--- src/rtl/ring_buffer_replayer.sv ---
// Read-side loop sequencer for ring_buffer: streams a body of entries from the
// buffer's read pointer, replays it iters+1 times, then releases it with one advance.
module ring_buffer_replayer #(
   parameter  int unsigned Depth     = 32,
   parameter  int unsigned IterWidth = 16,
   parameter  type         data_t    = logic,
   localparam int unsigned AddrWidth = (Depth > 1) ? $clog2(Depth) : 1,
   localparam int unsigned StepWidth = (Depth + 1 > 1) ? $clog2(Depth + 1) : 1
) (
   input  logic                 clk_i,
   input  logic                 rst_ni,
   input  logic                 cmd_valid_i,
   output logic                 cmd_ready_o,
   input  logic [StepWidth-1:0] cmd_len_i,
   input  logic [IterWidth-1:0] cmd_iters_i,
   input  logic [AddrWidth-1:0] rptr_i,
   output logic                 rvalid_o,
   input  logic                 rready_i,
   output logic [AddrWidth-1:0] raddr_o,
   input  data_t                rdata_i,
   output logic                 advance_o,
   output logic [StepWidth-1:0] step_o,
   output logic                 out_valid_o,
   input  logic                 out_ready_i,
   output data_t                out_data_o,
   output logic                 out_last_o,
   input  logic                 flush_i,
   output logic                 busy_o
);

   typedef enum logic {
      IDLE = 1'b0,
      BUSY = 1'b1
   } state_t;

   state_t               state;
   logic [AddrWidth-1:0] base;
   logic [AddrWidth-1:0] raddr_q;
   logic [StepWidth-1:0] len;
   logic [StepWidth-1:0] offset;
   logic [IterWidth-1:0] iters;
   logic [IterWidth-1:0] pass;

   logic busy;
   logic beat;
   logic body_end;
   logic final_beat;

   assign busy       = (state == BUSY);
   assign beat       = busy && rready_i && out_ready_i && !flush_i;
   assign body_end   = (offset == len - StepWidth'(1));
   // pass never increments past iters, so an all-ones iters cannot overflow
   assign final_beat = body_end && (pass == iters);

   always_ff @(posedge clk_i or negedge rst_ni) begin
      if (!rst_ni) begin
         state   <= IDLE;
         base    <= '0;
         raddr_q <= '0;
         len     <= '0;
         offset  <= '0;
         iters   <= '0;
         pass    <= '0;
      end else begin
         unique case (state)
            IDLE: begin
               if (cmd_valid_i && (cmd_len_i != '0)) begin
                  base    <= rptr_i;
                  raddr_q <= rptr_i;
                  len     <= cmd_len_i;
                  iters   <= cmd_iters_i;
                  offset  <= '0;
                  pass    <= '0;
                  state   <= BUSY;
               end
            end
            BUSY: begin
               if (flush_i) begin
                  state <= IDLE;
               end else if (beat) begin
                  if (body_end) begin
                     offset  <= '0;
                     raddr_q <= base;
                     if (final_beat) begin
                        state <= IDLE;
                     end else begin
                        pass <= pass + IterWidth'(1);
                     end
                  end else begin
                     offset  <= offset + StepWidth'(1);
                     raddr_q <= (raddr_q == AddrWidth'(Depth - 1)) ? '0
                                                                   : raddr_q + AddrWidth'(1);
                  end
               end
            end
            default: state <= IDLE;
         endcase
      end
   end

   assign cmd_ready_o = !busy;
   assign busy_o      = busy;
   assign rvalid_o    = busy;
   assign raddr_o     = raddr_q;
   assign out_valid_o = busy && rready_i;
   assign out_data_o  = rdata_i;
   assign out_last_o  = busy && rready_i && final_beat;
   assign advance_o   = beat && final_beat;
   assign step_o      = advance_o ? len : '0;

   cmd_len_in_range: assert property (
      @(posedge clk_i) disable iff (!rst_ni)
      (cmd_valid_i && !busy) |-> (cmd_len_i <= StepWidth'(Depth))
   );

endmodule
--- config.mk ---
export PLATFORM = sky130hd
export DESIGN_NAME = ring_buffer_replayer
export DESIGN_NICKNAME = d
export VERILOG_FILES = /design/src/rtl/ring_buffer_replayer.sv
export SDC_FILE = /design/constraint.sdc
export NUM_CORES = 1
export LEC_CHECK = 0
export BUFFER_PORTS_ARGS = -buffer_cell sky130_fd_sc_hd__buf_2
export CAP_MARGIN = 20
export CORE_UTILIZATION = 55
export DETAILED_ROUTE_END_ITERATION = 7
export PLACE_DENSITY = 0.9
export SLEW_MARGIN = 0
export SYNTH_ARGS = -nofsm -noshare
export SYNTH_HDL_FRONTEND = slang
export SYNTH_SLANG_ARGS = --single-unit
--- constraint.sdc ---
create_clock -name clk_i -period 7.2 [get_ports clk_i]
set_input_delay 0.36 -clock clk_i [delete_from_list [all_inputs] [get_ports clk_i]]
set_output_delay 0.36 -clock clk_i [all_outputs]
set_load 0.01 [all_outputs]
# Yosys cells after proc, flatten, opt, wreduce, memory -nomap -nowiden
# Cells that the tools add are included.
[op_classes] n_eq_ne=8 reduce_logical=13 muxes=24 addsub=4 bitwise=1
[ops] op="two-way mux 16 bit" n=5
[ops] op="one-hot mux 16 bit (2 select lines)" n=1
[ops] op="two-way mux 6 bit" n=5
[ops] op="two-way mux 5 bit" n=5
[ops] op="adder 16 x 1 -> 16 bit, second input constant" n=1
[ops] op="== test 16 bit" n=1
[ops] op="one-hot mux 6 bit (2 select lines)" n=1
[ops] op="one-hot mux 5 bit (2 select lines)" n=1
[ops] op="logical AND 1 bit" n=7
[ops] op="adder 6 x 1 -> 6 bit, second input constant" n=1
[ops] op="== test 6 bit" n=1
[ops] op="inequality test 2 bit, second input constant" n=3
[ops] op="nonzero test 6 bit" n=1
[ops] op="subtractor 6 x 1 -> 6 bit, second input constant" n=1
[ops] op="adder 5 x 1 -> 5 bit, second input constant" n=1
[ops] op="== test 5 bit, second input constant" n=1
[ops] op="two-way mux 1 bit" n=5
[ops] op="AND reduction 5 bit" n=1
[ops] op="inequality test 2 x 1 -> 1 bit, second input constant" n=2
[ops] op="AND reduction 3 bit" n=1
[ops] op="logical NOT 1 bit" n=2
[ops] op="one-hot mux 1 bit (2 select lines)" n=1
[ops] op="AND reduction 2 bit" n=1
[ops] op="inverter 1 bit" n=1
[totals] regBits=55

# Logic depth before layout (Yosys ltp)
[depth] depth_word=8 mapped_depth=9

# Worst setup path before layout
# No wires, ideal clock.
[synth_timing] path_kind="register to output" from="register len[0]" to="output step_o[3]" stages_incl_launch_ff=9 required_time_ns=6.840 setup_slack_ns=4.429 arrival_ns=2.411 path_buffers=0 path_cell_list="dfrtp_1 > inv_1 > ha_1 > or3b_1 > a211o_1 > a211oi_4 > nand2_1 > nor3_1 > and2_1"
[synth_via] elab_chain_cells=5
[synth_rtl] item="start: declaration" line_no="39" source="logic [StepWidth-1:0] len;"
[synth_rtl] item="start signal: assignment" line_no="70" source="len <= cmd_len_i;"
[synth_rtl] item="subtractor 6 x 1 -> 6 bit" line_no="51" source="assign body_end = (offset == len - StepWidth'(1));"
[synth_rtl] item="== test 6 bit" line_no="51"
[synth_rtl] item="logical AND 1 bit" line_no="53" source="assign final_beat = body_end && (pass == iters);"
[synth_rtl] item="logical AND 1 bit" line_no="108" source="assign advance_o = beat && final_beat;"
[synth_rtl] item="net advance_o" line_no="21" source="output logic advance_o,"
[synth_rtl] item="two-way mux 6 bit" line_no="109" source="assign step_o = advance_o ? len : '0;"
[synth_rtl] item="end: declaration" line_no="22" source="output logic [StepWidth-1:0] step_o,"
# The timed path passes the listed nets, and every way through them passes these cells.

# Worst setup path in the final report
[layout_timing] from="register len[0]" to="output step_o[4]"
[layout_via] elab_chain_cells=5
[layout_rtl] item="subtractor 6 x 1 -> 6 bit" line_no="51"
[layout_rtl] item="== test 6 bit" line_no="51"
[layout_rtl] item="logical AND 1 bit" line_no="53"
[layout_rtl] item="logical AND 1 bit" line_no="108"
[layout_rtl] item="two-way mux 6 bit" line_no="109"
# No other way between the ends.

==> impl_metrics.toml <==
[pwr]
clockPowerShare_pct = 23.1
power_density_nw_per_um2 = 241.8
p_int_uw = 533.2
swShare_pct = 33.80
p_leak_nw = 1.681
peakVddDrop_v = 0.0001276
power.switching_uw = 272.2
p_comb_share_pct = 25.9
seqPwrFrac_pct = 51.0

[route]
drt_first_pass_iters = 4
routed_wl_um = 6554
first_iter_violations = 228
wl_per_cell_um = 14.60
avgViaCountPerCell = 5.710
route.antenna.remaining_nets = 0
drc = 0
vias = 2564

[clock_network]
clk_pin_slew_ns = 0.10
postCtsHoldBufs = 0
clockBufferDepth = 2
postCtsSetupRepairBufs = 0
cts_tree = "built"
cts.htree.levels = 2
root_buffer = "clkbuf_8"
clock_latency_ns = 0.32
clock-sinks = 55
cts_made_buffers = 5
cts_resized = 0

[setup_path]
r2r_slack_ns = 4.02
critPathMaxFanout = 13
critPathLaunchType = "register"
critPathSlowestCell = "nor3_1"
slowest_delay_ns = 0.50
worstPathRequired_ns = 6.84
cp.arrival_ns = 3.22
worst_setup_path_end_kind = "output port"
crit_type = "register to output port"
path_cells = "inv_1, ha_1, or3b_1, a211o_1, a211oi_4, nand2_1, nor3_1, and2_1, buf_2"

[synth]
synth_cell_types = 39
synth_compound_area_share_pct = 11.85
synth_top_family_by_area = "simple AND/OR/NAND/NOR gates"
ys_ff_latch = 55
ys_seq_area_share_pct = 46.73
syn-num-nets = 374
async_reset_ff_share_pct = 100.0
synth-xor-area-share_pct = 8.624
synth_fa_ha_area_share_pct = 2.124
yosysWarnings = 0
synthMuxAreaShare_pct = 1.699
yosys.area_share.simple_pct = 25.70
synth_area_sq_um = 2945
synth-main-ff-cell = "dfrtp_1"
synth_edf_count = 0
syn_area_per_cell_sq_um = 8.792
synthCells = 335

[status]
status = "finished, final reports clean"

[placed_design]
gp_congestion = 0.8519
dp_hpwl_um = 4526
port_buffers = 49

[sta]
finalMaxSlewViolations = 0
setup_viol_count_final = 0
slew_headroom_pct = 51.73
hold_violations = 0
timing.final.crit_share_pct = 49.73
clock.fmax_ghz = 0.2793
timing.final.crit_period_ns = 3.581
rsz0062_at_grt = "no"
worst_pin_slew_ns = 0.7213
fin_setup_tns_ns = 0
fin_skew_ns = 0.01481

[global_route]
met2_usage_pct = 40.34
grt_usage_pct = 25.11
grt_pass1_vias = 2398
met3_usage_pct = 4.953
grt-ovfl-total = 0
grt_busiest_layer = "met2"
met1_usage_pct = 33.68
antenna_found_initial = 0
grt_pass1_wl_um = 10680
grt_max_degree = 56

[layout]
nets = 417
antennaDiodeCount = 0
finish.utilization_pct = 64.80
layout-drive-gt1-share_pct = 16.36
nFillCells = 448
area_growth_pct = 13.08

[die]
die_x_um = 75.18
start_util_pct = 57.30
num_rows = 26
die_h_um = 75.18
ios = 52
dieArea_sq_um = 5652
fp.coreArea_sq_um = 5140

[hold_path]
min-delay-path-class = "input pin to async pin"

[job]
cap_viol_max_count = 0
==> logic make-up after synthesis <==
| kind of cell | Yosys count |
|---|---|
| buffers and inverters | 23 |
| and+or+nand+nor | 166 |
| AOI/OAI and AO/OA | 52 |
| muxes | 5 |
| adders and majority gates | 5 |
| xor gates and xnor gates | 29 |
| DFF | 55 |
==> Yosys cell counts (6+ instances only) <==
cell      instances  area share, %
xor2_1           24            7.1
nor3_1            6            1.0
nor4_1            7            1.5
inv_1             6           0.76
clkbuf_1         12            1.5
a21oi_1          15            2.5
nand3_1          14            2.4
dfrtp_1          55             47
or3_1            11            2.3
nor2_1           11            1.4
nand2_1          95             12
o21ai_0          17            2.9
==> worst max-delay path: cells and delay by family (launching register included) <==
family / cells / cell delay [ns]
compound gates: 2 / 0.56
fa+ha+maj: 1 / 0.23
buf+inv: 2 / 0.24
flops: 1 / 0.43
simple gates: 4 / 1.44
==> worst paths after layout <==
check | start | end | cells after the start
hold / removal | rst_ni | base[0] | 2
hold reg to reg | base[4] | base[4] | 2
min in group clk_i | cmd_iters_i[14] | iters[14] | 3
setup reg to reg | len[0] | pass[12] | 8
setup / recovery | len[0] | step_o[4] | 9
max in group asynchronous | rst_ni | pass[8] | 2
==> placed cells by master (no fill, tap or decap), types with 2 or more instances in the layout <==
cell,synthesis,routed
nor2_1,11,11
o31ai_1,3,3
mux2i_1,5,5
nand4_1,5,5
o211ai_1,5,5
inv_1,6,6
nand2_1,95,95
and3_1,5,5
buf_4,2,3
o21a_1,2,2
o21ai_0,17,17
xnor2_1,5,5
nand3_1,14,14
buf_2,2,49
nor4_1,7,7
nor3_1,6,6
dfrtp_1,55,55
and2_1,3,3
a21oi_1,15,15
nor2b_1,2,2
xor2_1,24,24
clkbuf_8,0,7
or4_1,4,4
or3_1,11,11
ha_1,5,5
==> power groups by stage <==
stage               clock network, mW  logic, mW  registers [mW]
floorplan                           0      0.154           0.402
global placement                    0      0.200           0.412
detailed placement                  0      0.208           0.416
CTS                             0.191      0.209           0.410
global route                    0.203      0.239           0.417
finish                          0.186      0.209           0.411
==> through the flow <==
stage	setup slack (ns)	instances	hold slack [ns]	area (sq um)	power [mW]
after CTS	3.636	449	0.1919	3331	0.8098
after global placement	4.140	441	0.4595	3231	0.6130
after floorplan	4.429	335	0.06441	2945	0.5552
after detailed placement	3.995	441	0.4638	3231	0.6233
final	3.619	449	0.1693	3331	0.8054
after global routing	3.447	449	0.2375	3331	0.8593
==> flip-flops by register name (all words and copies together), names as in the netlist <==
| signal | count |
|---|---|
| iters | 16 |
| pass | 16 |
| len | 6 |
| offset | 6 |
| base | 5 |
| raddr_o | 5 |
| busy_o | 1 |
==> layer usage <==
layer | share of wire [%] | vias up
li1 | - | 1233
met1 | 43 | 1236
met2 | 50 | 85
met3 | 5.9 | 10
met4 | 1.5 | 0
met5 | 0 | -
==> final cells by class <==
cell class / count / area [sq um] / share of cell area, %
Multi-Input combinational cell: 257 / 1473 / 44.21
Sequential cell: 55 / 1376 / 41.32
Timing Repair Buffer: 52 / 267.8 / 8.039
Clock buffer: 8 / 100.1 / 3.005
Tap cell: 70 / 87.58 / 2.630
Inverter: 7 / 26.28 / 0.7889
Note: power is estimated with default switching activity, not from simulation.
